===== src/rtl/fetch_pkg.sv =====
// Shared types and constants for the instruction fetch controller.
// Optional feature macro used by this slice: FETCH_MISALIGN_TRAP_EN.
package fetch_pkg;

  localparam int XLEN = 32;

  // Canonical RISC-V NOP (addi x0, x0, 0), shown on instr while nothing is fetched
  localparam logic [XLEN-1:0] INSTR_NOP = 32'h0000_0013;

  // Fetch controller states
  typedef enum logic [1:0] {
    IDLE,
    REQ,
    HOLD,
    DRAIN
  } fetch_state_e;

  // Source selection for the next fetch address
  typedef enum logic [1:0] {
    NXT_KEEP,
    NXT_INC,
    NXT_TARGET,
    NXT_PENDING
  } nxt_sel_e;

  // Word-align an address by clearing its two low bits
  function automatic logic [XLEN-1:0] align_word(input logic [XLEN-1:0] addr);
    return addr & ~XLEN'(3);
  endfunction

endpackage


===== src/rtl/fetch_ctrl_pc_next.sv =====
// Fetch-address register, pending-redirect register and next-address mux.
// With FETCH_MISALIGN_TRAP_EN defined, a redirect target whose low two bits
// are non-zero is replaced by TRAP_VEC and reported on 'misaligned'.
module pc_next
  import fetch_pkg::*;
#(
  parameter logic [XLEN-1:0] RESET_PC = 32'h0000_0000,
  parameter logic [XLEN-1:0] TRAP_VEC = 32'h0000_0100
) (
  input  logic            clk,
  input  logic            rst_n,
  input  nxt_sel_e        nxt_sel,
  input  logic            pend_load,
  input  logic [XLEN-1:0] alu_data,
  output logic [XLEN-1:0] fetch_addr
`ifdef FETCH_MISALIGN_TRAP_EN
  , output logic          misaligned
`endif
);

  logic [XLEN-1:0] fetch_addr_q, fetch_addr_d;
  logic [XLEN-1:0] pending_q, pending_d;
  logic [XLEN-1:0] redirect_addr;

`ifdef FETCH_MISALIGN_TRAP_EN
  assign misaligned    = |alu_data[1:0];
  assign redirect_addr = misaligned ? TRAP_VEC : alu_data;
`else
  assign redirect_addr = align_word(alu_data);
`endif

  assign fetch_addr = fetch_addr_q;

  // Choose the next fetch address and capture a redirect that must wait for the bus
  always_comb begin
    fetch_addr_d = fetch_addr_q;
    pending_d    = pending_q;
    if (pend_load) begin
      pending_d = redirect_addr;
    end
    case (nxt_sel)
      NXT_INC:     fetch_addr_d = fetch_addr_q + 32'd4;
      NXT_TARGET:  fetch_addr_d = redirect_addr;
      NXT_PENDING: fetch_addr_d = pending_q;
      default:     fetch_addr_d = fetch_addr_q;
    endcase
  end

  // Address registers, cleared asynchronously so a reset abandons any redirect
  always_ff @(posedge clk or negedge rst_n) begin
    if (!rst_n) begin
      fetch_addr_q <= RESET_PC;
      pending_q    <= '0;
    end else begin
      fetch_addr_q <= fetch_addr_d;
      pending_q    <= pending_d;
    end
  end

endmodule


===== src/rtl/fetch_ctrl.sv =====
// Instruction fetch controller: issues imem requests, hands fetched words to
// decode, honours stalls and branch/jump redirects.
// Optional feature macro: FETCH_MISALIGN_TRAP_EN (adds the 'trap' output and
// redirects misaligned targets to TRAP_VEC).
module fetch_ctrl
  import fetch_pkg::*;
#(
  parameter logic [31:0] RESET_PC = 32'h0000_0000,
  parameter logic [31:0] TRAP_VEC = 32'h0000_0100
) (
  input  logic        clk,
  input  logic        rst_n,
  input  logic        br_sel,
  input  logic [31:0] alu_data,
  input  logic        stall,
  output logic        imem_req,
  output logic [31:0] imem_addr,
  input  logic        imem_ack,
  input  logic [31:0] imem_rdata,
  output logic [31:0] instr,
  output logic        instr_vld,
  output logic [31:0] pc,
  output logic [31:0] pc_four,
  output logic        flush
`ifdef FETCH_MISALIGN_TRAP_EN
  , output logic      trap
`endif
);

  fetch_state_e    state_q, state_d;
  logic            imem_req_q, imem_req_d;
  logic [XLEN-1:0] instr_q, instr_d;
  logic            instr_vld_q, instr_vld_d;
  logic [XLEN-1:0] pc_q, pc_d;
  logic            flush_q, flush_d;
  nxt_sel_e        nxt_sel;
  logic            pend_load;
  logic [XLEN-1:0] fetch_addr;
`ifdef FETCH_MISALIGN_TRAP_EN
  logic            misaligned;
  logic            trap_q, trap_d;
`endif

  pc_next #(
    .RESET_PC (RESET_PC),
    .TRAP_VEC (TRAP_VEC)
  ) u_pc_next (
    .clk        (clk),
    .rst_n      (rst_n),
    .nxt_sel    (nxt_sel),
    .pend_load  (pend_load),
    .alu_data   (alu_data),
    .fetch_addr (fetch_addr)
`ifdef FETCH_MISALIGN_TRAP_EN
    , .misaligned (misaligned)
`endif
  );

  assign imem_req  = imem_req_q;
  assign imem_addr = fetch_addr;
  assign instr     = instr_q;
  assign instr_vld = instr_vld_q;
  assign pc        = pc_q;
  assign pc_four   = pc_q + 32'd4;
  assign flush     = flush_q;
`ifdef FETCH_MISALIGN_TRAP_EN
  assign trap      = trap_q;
`endif

  // Next state, next registered outputs and address-mux control; br_sel wins over stall
  always_comb begin
    state_d     = state_q;
    imem_req_d  = imem_req_q;
    instr_d     = instr_q;
    instr_vld_d = instr_vld_q;
    pc_d        = pc_q;
    flush_d     = 1'b0;
    nxt_sel     = NXT_KEEP;
    pend_load   = 1'b0;
    case (state_q)
      IDLE: begin
        state_d     = REQ;
        imem_req_d  = 1'b1;
        instr_vld_d = 1'b0;
      end
      REQ: begin
        imem_req_d  = 1'b1;
        instr_vld_d = 1'b0;
        if (br_sel) begin
          flush_d = 1'b1;
          if (imem_ack) begin
            nxt_sel = NXT_TARGET;
          end else begin
            pend_load = 1'b1;
            state_d   = DRAIN;
          end
        end else if (imem_ack) begin
          instr_d     = imem_rdata;
          instr_vld_d = 1'b1;
          pc_d        = fetch_addr;
          nxt_sel     = NXT_INC;
          if (stall) begin
            state_d    = HOLD;
            imem_req_d = 1'b0;
          end
        end
      end
      HOLD: begin
        imem_req_d = 1'b0;
        if (br_sel) begin
          instr_vld_d = 1'b0;
          nxt_sel     = NXT_TARGET;
          flush_d     = 1'b1;
          state_d     = REQ;
          imem_req_d  = 1'b1;
        end else if (!stall) begin
          instr_vld_d = 1'b0;
          state_d     = REQ;
          imem_req_d  = 1'b1;
        end
      end
      DRAIN: begin
        imem_req_d  = 1'b1;
        instr_vld_d = 1'b0;
        if (br_sel) begin
          flush_d = 1'b1;
          if (imem_ack) begin
            nxt_sel = NXT_TARGET;
            state_d = REQ;
          end else begin
            pend_load = 1'b1;
          end
        end else if (imem_ack) begin
          nxt_sel = NXT_PENDING;
          state_d = REQ;
        end
      end
      default: begin
        state_d     = IDLE;
        imem_req_d  = 1'b0;
        instr_vld_d = 1'b0;
      end
    endcase
`ifdef FETCH_MISALIGN_TRAP_EN
    trap_d = flush_d & misaligned;
`endif
  end

  // FSM state and registered outputs, all cleared asynchronously by reset
  always_ff @(posedge clk or negedge rst_n) begin
    if (!rst_n) begin
      state_q     <= IDLE;
      imem_req_q  <= 1'b0;
      instr_q     <= INSTR_NOP;
      instr_vld_q <= 1'b0;
      pc_q        <= RESET_PC;
      flush_q     <= 1'b0;
`ifdef FETCH_MISALIGN_TRAP_EN
      trap_q      <= 1'b0;
`endif
    end else begin
      state_q     <= state_d;
      imem_req_q  <= imem_req_d;
      instr_q     <= instr_d;
      instr_vld_q <= instr_vld_d;
      pc_q        <= pc_d;
      flush_q     <= flush_d;
`ifdef FETCH_MISALIGN_TRAP_EN
      trap_q      <= trap_d;
`endif
    end
  end

endmodule


===== config.mk =====
export PLATFORM = sky130hd
export DESIGN_NAME = fetch_ctrl
export DESIGN_NICKNAME = d
export VERILOG_FILES = /design/src/rtl/fetch_pkg.sv /design/src/rtl/fetch_ctrl_pc_next.sv /design/src/rtl/fetch_ctrl.sv
export SDC_FILE = /design/constraint.sdc
export NUM_CORES = 1
export LEC_CHECK = 0
export BUFFER_PORTS_ARGS = -buffer_cell sky130_fd_sc_hd__buf_2
export CAP_MARGIN = 20
export CELL_PAD_IN_SITES_DETAIL_PLACEMENT = 0
export CELL_PAD_IN_SITES_GLOBAL_PLACEMENT = 1
export CORE_AREA = 2 2 140 142
export CTS_CLUSTER_SIZE = 10
export DETAILED_ROUTE_END_ITERATION = 8
export DIE_AREA = 0 0 142 144
export GPL_ROUTABILITY_DRIVEN = 0
export PLACE_DENSITY_LB_ADDON = 0.1
export SYNTH_ARGS = -nofsm -noshare
export SYNTH_HDL_FRONTEND = slang
export SYNTH_SLANG_ARGS = --single-unit

===== constraint.sdc =====
create_clock -name clk -period 2.1 [get_ports clk]
set_clock_uncertainty 0.2 [all_clocks]
set_input_delay 0.63 -clock clk [delete_from_list [all_inputs] [get_ports clk]]
set_output_delay 0.63 -clock clk [all_outputs]
set_load 0.03 [all_outputs]

==> reports/summary.txt <==
Status: finished, violations left
Failing checks: setup timing
Drt total wl: 22300 um
Crit path cell chain: nand4_1 -> buf_4 -> nor4_4 -> buf_4 -> and2_4 -> buf_6 -> nand3_4 -> xnor2_4 -> buf_6
DR WL/cell: 18.6 um
Data arrival, critical path: 2030 ps
Initial Utilization: 35.1%
Period utilisation layout: 136%
Layout cell share with drive strength beyond 1: 70.2%
FF-to-FF End: u_pc_next.fetch_addr[14]
Die Span X: 142 um
Flops & latches, synth: 127
Share of synthesized registers carrying an async set or reset: 100%
Total track usage: 21.1%
Synth Warn #: 0
FMAX: 349 MHz
Hold Fails Final Rpt: 0
# fillers: 1567
Antenna cells: 0
Clk_lat worst skew: 430 ps
Most used DFF post-synth: dfrtp_1
Final Util: 60.0%
Met1 WL: 9870 um
Reg2reg start: state_q[1]
Gr ovfl total: 0
Worst hold-check path type: input pin to register
Maxcap violations: 0
Synth Instances: 609
Clock Path Buffers: 2
Synth cell types: 64
Reg clk slew, reported paths: 60 ps
Post-DP Area: 0.00932 sq mm
Post-synth EDFFs: 0
R2R Setup Slk: -90 ps
DP HPWL: 15600 um
Detail Route Antenna Nets: 0
Routed wl met2: 11200 um
CP Launch Type: register
Synth Area in Adders: 1.31%
Via Count: 6299
Clock Sinks: 127
RSZ-0062 raised after global routing: true
Post-route DRC: 0
Max IR drop VDD: 0.000859 V
TritonCTS clock tree: built
Leak: 5.13 nW
Reg2reg path depth: 9
IO buf count: 191
Die area: 0.0204 sq mm
Mapped Area: 0.00670 sq mm
Initial antenna violation count: 1
Core area: 0.0191 sq mm
Post-route cell area: 0.0114 sq mm
First-pass GRT wire length: 33100 um
Final Max Tran Viols: 0
Register area share after synthesis: 47.5%
Most frequent cells in the layout: buf_2, buf_4, dfrtp_1
Final worst slack: -762 ps
CP required: 1270 ps
Power, Total: 20.5 mW
Worst Setup End Kind: output port
Max Used Layer: met5
Worst hold path cell count: 2
Clock H-tree levels: 4
Synth Area per Inst: 11.0 sq um
Area delta synth->final: 70.8%
Max incr delay on CP: 350 ps
Worst hold endpoint: instr[13]
Vias/cell: 5.25
Post-synthesis mux area share: 16.6%
CP top delay family: buffers and inverters
Buf/Inv on CP: 4
Synth Area in Simple Gates: 14.2%
Largest family of logic cells by synthesized area: multiplexers
FP Rows: 51
Setup violators final: 41
Largest net degree at the start of global routing: 37
DR iter-0 viols: 266
Power per standard cell area: 1790 mW/mm^2
Fin nets: 1025
Ports: 200
Cts bufs inserted: 17
Final min period: 2860 ps
Die H: 144 um
DR pass1 iterations: 4
Crit path max-delay cell type: dfrtp_2
Post-Synth XOR/XNOR Area: 4.19%
Commonest non-fill, non-tap cell in the layout: buf_2
Max FO, Critical Path: 3
Synth Area in Compound Gates: 12.0%
Metal3 WL: 958 um
Hold Crit Start: imem_rdata[13]
Vias in the first global route: 6200
Setup TNS: -16840 ps
WS Path Type: register to output port
Root Buffer: clkbuf_16
[power by group]
group | switching (mW) | leakage (nW) | internal, mW | total, mW
Sequential | 0.894 | 1.44 | 3.72 | 4.62
Clock | 1.09 | 0.293 | 1.92 | 3.00
Combinational | 7.08 | 3.40 | 5.81 | 12.9
Total | 9.06 | 5.13 | 11.4 | 20.5
[cell type report]
type / instances / area (sq um) / area share (%)
clock inverters: 11 / 139 / 1.21
multi-input cells: 433 / 4570 / 39.9
clock buffers: 21 / 460 / 4.03
inverters: 13 / 56.3 / 0.492
repair buffers: 357 / 2700 / 23.6
flip-flops and latches: 127 / 3220 / 28.1
well taps: 238 / 298 / 2.60
[worst register-to-register path: stages (launching register included)]
cell and delay (ps):
dfrtp_2 470, ha_4 200, buf_6 110, a22oi_2 180
buf_4 170, a21oi_4 70, buf_12 160, a31o_4 210
o211ai_1 210, o21a_1 150
[flip-flops by register name, summed over array words and instances (netlist names)]
signal and flops:
flush 1, instr_vld 1, instr 32, u_pc_next.fetch_addr 30
state_q 2, u_pc_next.pending_q 30, pc 30, imem_req 1
[routing by layer]
metal	global-route usage, %	vias up
li1	-	2929
met1	28.2	3177
met2	34.7	171
met3	3.91	20
met4	7.21	2
met5	0	-
[through the flow]
stage                     std cells  hold slack, ps  setup slack [ps]
after floorplan                 614             134              -453
after global placement         1132             269              -438
after detailed placement       1132             287              -460
after CTS                      1181             221              -752
after global routing           1200             219              -867
final                          1200             230              -762
[cells by family (layout without fill, tap and decap cells)]
family | Yosys count | after routing
xor gates and xnor gates | 32 | 32
buffers and inverters | 55 | 402
DFF | 127 | 127
and+or+nand+nor | 173 | 174
other | 1 | 6
adders and majority gates | 7 | 7
muxes | 99 | 99
AOI/OAI and AO/OA | 115 | 115
[synthesized netlist by cell type, types with 6 or more instances]
library cell  count  share of area (%)
nand2_1          34                1.9
inv_1            13               0.73
mux2_2           89                 15
nor2_1           30                1.7
buf_4            10                1.1
xnor2_1          23                3.0
a31o_2            6               0.78
buf_2            27                2.0
nand3_1          23                1.7
and2_1            7               0.65
ha_1              7                1.3
and4_1           11                1.4
and3_1           21                2.0
o21ai_0          14                1.0
nand4_1          12                1.1
mux2i_1           6               0.90
xor2_1            9                1.2
o21a_1            6               0.67
o22ai_1           7               0.65
a21oi_1          32                2.4
dfrtp_1         124                 46
nor3_1           11               0.82
a31oi_1           7               0.65
[what timing repair did]
| item | CTS | global route |
|---|---|---|
| setup endpoints to repair | 80 | 59 |
| pin swaps | 53 | 69 |
| hold buffers | 1 | 0 |
| gates resized for setup | 163 | 127 |
| endpoints found under the hold margin | 27 | 0 |
| setup buffers | 15 | 24 |
| cloned | 4 | 2 |
[worst max-delay path by stage]
stage                     startpoint     endpoint  slack [ps]  cells after the start
after detailed placement      pc[10]  pc_four[30]        -460                      7
after global routing          pc[10]  pc_four[22]        -870                      9
after CTS                      pc[3]  pc_four[22]        -750                      9
final                         pc[10]  pc_four[22]        -760                      9
after floorplan                pc[7]  pc_four[17]        -450                      5
after global placement        pc[10]  pc_four[31]        -440                      8
Note: power is estimated with default switching activity, not from simulation.
